<file path="config.mk">
export PLATFORM = sky130hd
export DESIGN_NAME = fwd_scoreboard
export DESIGN_NICKNAME = d
export VERILOG_FILES = /design/src/rtl/fwd_pkg.sv /design/src/rtl/fwd_match.sv /design/src/rtl/fwd_scoreboard.sv
export SDC_FILE = /design/constraint.sdc
export NUM_CORES = 1
export LEC_CHECK = 0
export CORE_MARGIN = 2
export CORE_UTILIZATION = 25
export CTS_CLUSTER_SIZE = 40
export DETAILED_ROUTE_END_ITERATION = 16
export PLACE_DENSITY = 0.62
export SYNTH_ARGS = -nofsm -noshare
export SYNTH_HDL_FRONTEND = slang
export SYNTH_SLANG_ARGS = --single-unit
export TNS_END_PERCENT = 10
</file>
<file path="constraint.sdc">
create_clock -name clk -period 4 [get_ports clk]
set_input_delay 0.8 -clock clk [delete_from_list [all_inputs] [get_ports clk]]
set_output_delay 0.8 -clock clk [all_outputs]
set_load 0.05 [all_outputs]
</file>
<file path="src/rtl/fwd_pkg.sv">
// Shared types and helpers for the forwarding/hazard scoreboard.
package fwd_pkg;

  // Widest register address an entry can hold; narrower REG_AW values are zero-extended.
  localparam int RD_MAX_W = 8;

  // Select value meaning "read from the register file, no bypass".
  localparam int SEL_RF = 0;

  typedef struct packed {
    logic                valid;
    logic [RD_MAX_W-1:0] rd;
    logic                is_load;
  } entry_t;

  // Select must encode 0 (regfile) through depth (oldest tracked stage).
  function automatic int sel_width(input int depth);
    return $clog2(depth + 1);
  endfunction

endpackage

</file>
<file path="src/rtl/fwd_match.sv">
// Priority match of one ID source register against all in-flight writers.
// The youngest matching writer (lowest stage index) determines both the
// bypass distance and whether the value is a load that is not yet available.
module fwd_match
  import fwd_pkg::*;
#(
  parameter int REG_AW     = 5,
  parameter int DEPTH      = 3,
  parameter int LOAD_AVAIL = 2,
  parameter int SELW       = 2
) (
  input  entry_t [DEPTH:1] entries,
  input  logic [REG_AW-1:0] src,
  input  logic              used,
  output logic [SELW-1:0]   sel,
  output logic              load_hit
);

  // Scan oldest to youngest so the youngest match is the last to assign.
  always_comb begin
    sel      = SELW'(SEL_RF);
    load_hit = 1'b0;
    for (int k = DEPTH; k >= 1; k--) begin
      if (used && (src != '0) && entries[k].valid &&
          (entries[k].rd == RD_MAX_W'(src))) begin
        sel      = SELW'(k);
        load_hit = entries[k].is_load && (k < LOAD_AVAIL);
      end
    end
  end

endmodule

</file>
<file path="src/rtl/fwd_scoreboard.sv">
// Forwarding/hazard scoreboard for the 5-stage core. Tracks register writers
// in the DEPTH stages after ID, produces per-source bypass distances and a
// load-use stall, and registers the selects into EX.
// Optional macro HAZARD_STATS_EN adds a 32-bit stall-cycle counter;
// without it stall_cnt is tied to zero and no counter flops exist.
module fwd_scoreboard
  import fwd_pkg::*;
#(
  parameter int  REG_AW     = 5,
  parameter int  NUM_SRC    = 3,
  parameter int  DEPTH      = 3,
  parameter int  LOAD_AVAIL = 2,
  localparam int SELW       = sel_width(DEPTH)
) (
  input  logic                     clk,
  input  logic                     rst,
  input  logic                     advance,
  input  logic                     flush,
  input  logic                     id_valid,
  input  logic                     id_reg_write,
  input  logic                     id_mem_to_reg,
  input  logic [REG_AW-1:0]        id_rd,
  input  logic [NUM_SRC*REG_AW-1:0] id_src,
  input  logic [NUM_SRC-1:0]       id_src_used,
  output logic                     stall,
  output logic [NUM_SRC*SELW-1:0]  fwd_sel,
  output logic [NUM_SRC*SELW-1:0]  fwd_sel_q,
  output logic [31:0]              stall_cnt
);

  if (REG_AW > RD_MAX_W) begin : g_bad_aw
    $error("REG_AW exceeds entry rd width");
  end

  entry_t [DEPTH:1]   entries;
  entry_t             new_entry;
  logic [NUM_SRC-1:0] load_hit;
  logic               insert;

  for (genvar i = 0; i < NUM_SRC; i++) begin : g_src
    fwd_match #(
      .REG_AW     (REG_AW),
      .DEPTH      (DEPTH),
      .LOAD_AVAIL (LOAD_AVAIL),
      .SELW       (SELW)
    ) u_match (
      .entries  (entries),
      .src      (id_src[i*REG_AW +: REG_AW]),
      .used     (id_src_used[i]),
      .sel      (fwd_sel[i*SELW +: SELW]),
      .load_hit (load_hit[i])
    );
  end

  assign stall  = id_valid && !flush && (|load_hit);
  assign insert = id_valid && id_reg_write && (id_rd != '0) && !stall && !flush;

  // Entry loaded into stage 1 on advance: the ID writer, or a bubble.
  always_comb begin
    new_entry = '0;
    if (insert) begin
      new_entry.valid   = 1'b1;
      new_entry.rd      = RD_MAX_W'(id_rd);
      new_entry.is_load = id_mem_to_reg;
    end
  end

  // Writer shift register and the EX-stage select register.
  always_ff @(posedge clk) begin
    if (rst) begin
      entries   <= '0;
      fwd_sel_q <= '0;
    end else begin
      if (advance) begin
        for (int k = DEPTH; k >= 2; k--) begin
          entries[k] <= entries[k-1];
        end
        entries[1] <= new_entry;
      end else if (flush) begin
        entries[1] <= '0;
      end

      if (flush) begin
        fwd_sel_q <= '0;
      end else if (advance) begin
        fwd_sel_q <= (id_valid && !stall) ? fwd_sel : '0;
      end
    end
  end

`ifdef HAZARD_STATS_EN
  logic [31:0] cnt;

  // Counts cycles in which a load-use stall actually inserts a bubble.
  always_ff @(posedge clk) begin
    if (rst) begin
      cnt <= '0;
    end else if (stall && advance) begin
      cnt <= cnt + 32'd1;
    end
  end

  assign stall_cnt = cnt;
`else
  assign stall_cnt = '0;
`endif

endmodule

</file>
==> reports/qor.txt <==
DIE AREA: 0.00855 sq mm
Starting Density: 0.256
TritonCTS Buffers: 3
DP HPWL: 3860 um
Psw: 197 uW
Post-DR wirelength/cell: 13.0 um
Final Cell Area: 0.00244 sq mm
Worst hold path class: flop to flop
Lkg Pwr: 0.938 nW
Ports: 75
Int Power: 374 uW
PortBufs: 42
P per Cell Area: 234 mW/mm^2
Critical path startpoint category: input port
Drt first pass iters: 4
Sequential power share: 0.448
Synth Area in Simple Gates: 0.204
First-pass GRT wire length: 7430 um
Placement Cell Area: 0.00240 sq mm
GPL Wtd Cong: 0.911
Worst Tran Pin Value: 0.892 ns
GR Overflow Total: 0
Min cycle time layout: 3.72 ns
DRC Markers: 0
Setup crit end kind: output pin
Status: completed
Post-Synth Adder-Cell Area: 0
RSZ-0062 raised after global routing: no
Area leader, netlist: dfxtp_1
Initial antenna violation count: 0
Hold buffer count at CTS: 0
Comb pwr share: 0.280
Critical path class: input port to output pin
GRT Util Overall: 0.110
Mapped Area: 0.00196 sq mm
Post-synthesis mux area share: 0.0614
Req. time, crit path: 3.20 ns
Fraction of layout instances using a drive strength above 1: 0.0752
Synth Instances: 231
Rows: 32
Count leader, synth: xnor2_1
Maximum fanout along the worst path: 9
Max-slew violations: 0
Compound-Gate Fraction of Synth Area: 0.118
Setup TNS: 0 ns
Final setup viols: 0
Switch share: 0.345
Period utilization: 0.930
Final wirelength: 4780 um
Post-CTS setup buffer count: 0
Number of routed nets with antenna violations: 0
Yosys top cell area share: 0.256
Synth async-reset ratio: 0
H-tree Lvls: 1
CTS Buffer Depth: 2
Vias in the first global route: 1461
Core Region: 0.00765 sq mm
Vias per cell: 4.33
VDD IR max: 0.000107 V
CTS tree: yes
Synth unique cells: 33
Max-slew headroom: 0.405
NumNets Final: 297
Top post-synthesis cells by area: dfxtp_1 26%, xnor2_1 15%, buf_4 12%
Routed vias: 1593
Hold Fails Final Rpt: 0
Largest family of logic cells by synthesized area: simple AND/OR/NAND/NOR gates
Fmax achieved: 269 MHz
Area grow syn2layout: 24.7%
Worst-path clk slew: 0.09 ns
Initial DRC count: 103
Post-synth top cells: 33 x xnor2_1, 32 x buf_4, 25 x dfxtp_1
R2r setup slk: 1.87 ns
Post-synth EDFFs: 0
Clock skew: 0.00665 ns
Sequential area share after synthesis: 0.256
Die W: 92.5 um
CTS-repair resized insts: 0
Diode count: 0
Ys flop type: dfxtp_1
Yosys warns: 0
Number of synthesized register bits: 25
Max Cap Viol: 0
Synth Area in XOR/XNOR: 0.201
Worst skew pair latency: 0.28 ns
CTS sink count: 25
Clk pwr share: 0.272
Largest net degree at the start of global routing: 23
CTS root buffer: clkbuf_8
Average cell area after synthesis: 8.47 sq um
Die Ht: 92.5 um
WP data arrival: 2.92 ns
==> power groups by stage <==
stage | Sequential [mW] | Combinational [mW] | Clock, mW
finish | 0.256 | 0.160 | 0.155
global route | 0.257 | 0.170 | 0.164
CTS | 0.256 | 0.160 | 0.160
detailed placement | 0.262 | 0.160 | 0
floorplan | 0.259 | 0.137 | 0
global placement | 0.262 | 0.158 | 0
==> area by class of cell <==
class / instances / area (sq um)
clock buffer: 4 / 45.0
fill: 823 / 5210
inverter: 6 / 22.5
multi-input combinational: 187 / 1260
sequential: 25 / 500
tap: 102 / 128
timing repair buffer: 44 / 480
==> worst paths after layout <==
check,from,end,cells after the start
min reg2reg,fwd_sel_q[0],fwd_sel_q[0],2
min,fwd_sel_q[0],fwd_sel_q[0],2
max reg2reg,entries[5],fwd_sel_q[1],6
max,id_src[6],fwd_sel[3],7
==> stage by stage <==
| step | worst slack [ns] | cells | util | power [mW] | hold WS [ns] |
|---|---|---|---|---|---|
| final | 0.282 | 368 | 0.319 | 0.571 | 0.461 |
| after detailed placement | 0.286 | 364 | 0.313 | 0.422 | 0.442 |
| after global routing | 0.140 | 368 | 0.319 | 0.591 | 0.486 |
| after global placement | 0.312 | 364 | 0.313 | 0.420 | 0.439 |
| after CTS | 0.286 | 368 | 0.319 | 0.576 | 0.465 |
| after floorplan | 0.900 | 262 | - | 0.396 | 0.505 |
==> cell families after synthesis <==
family / count (synthesis)
XOR/XNOR: 45
multiplexers: 12
AND/OR/NAND/NOR: 68
buffers and inverters: 50
flip-flops: 25
other: 1
AO/OA/AOI/OAI: 30
==> critical path, stage by stage <==
cell	delay [ns]
clkdlybuf4s50_1	0.51
or4_1	0.60
o21ai_1	0.25
nand4b_2	0.29
o21ai_0	0.19
inv_1	0.13
buf_12	0.14
==> registers in the layout, indices dropped and copies added (netlist names) <==
signal	cells
fwd_sel_q	6
entries	19
==> metal layers <==
| layer | vias up | track usage | part of all wire |
|---|---|---|---|
| met5 | - | 0 | 0 |
| met4 | 0 | 0.0236 | 0.0059 |
| met3 | 5 | 0.0285 | 0.062 |
| met2 | 56 | 0.187 | 0.48 |
| met1 | 723 | 0.138 | 0.46 |
| li1 | 809 | - | - |
==> layout by cell type (no fill, tap or decap), types with 2 or more instances in the layout <==
master and instances:
a21oi_1 7, a32oi_1 6, buf_12 5, buf_4 4, clkbuf_8 3, clkdlybuf4s50_1 35, conb_1 32, dfxtp_1 25
inv_1 6, mux2i_1 12, nand2_1 18, nand3b_1 2, nand4_1 6, nand4b_1 7, nand4b_2 3, nor2_1 14
nor3_1 7, nor4_1 3, o21a_1 2, o21ai_0 4, o21ai_1 2, o31ai_1 5, or3_1 2, or4_1 2
xnor2_1 33, xor2_1 12
No activity file was read; power rests on OpenSTA's default activity.
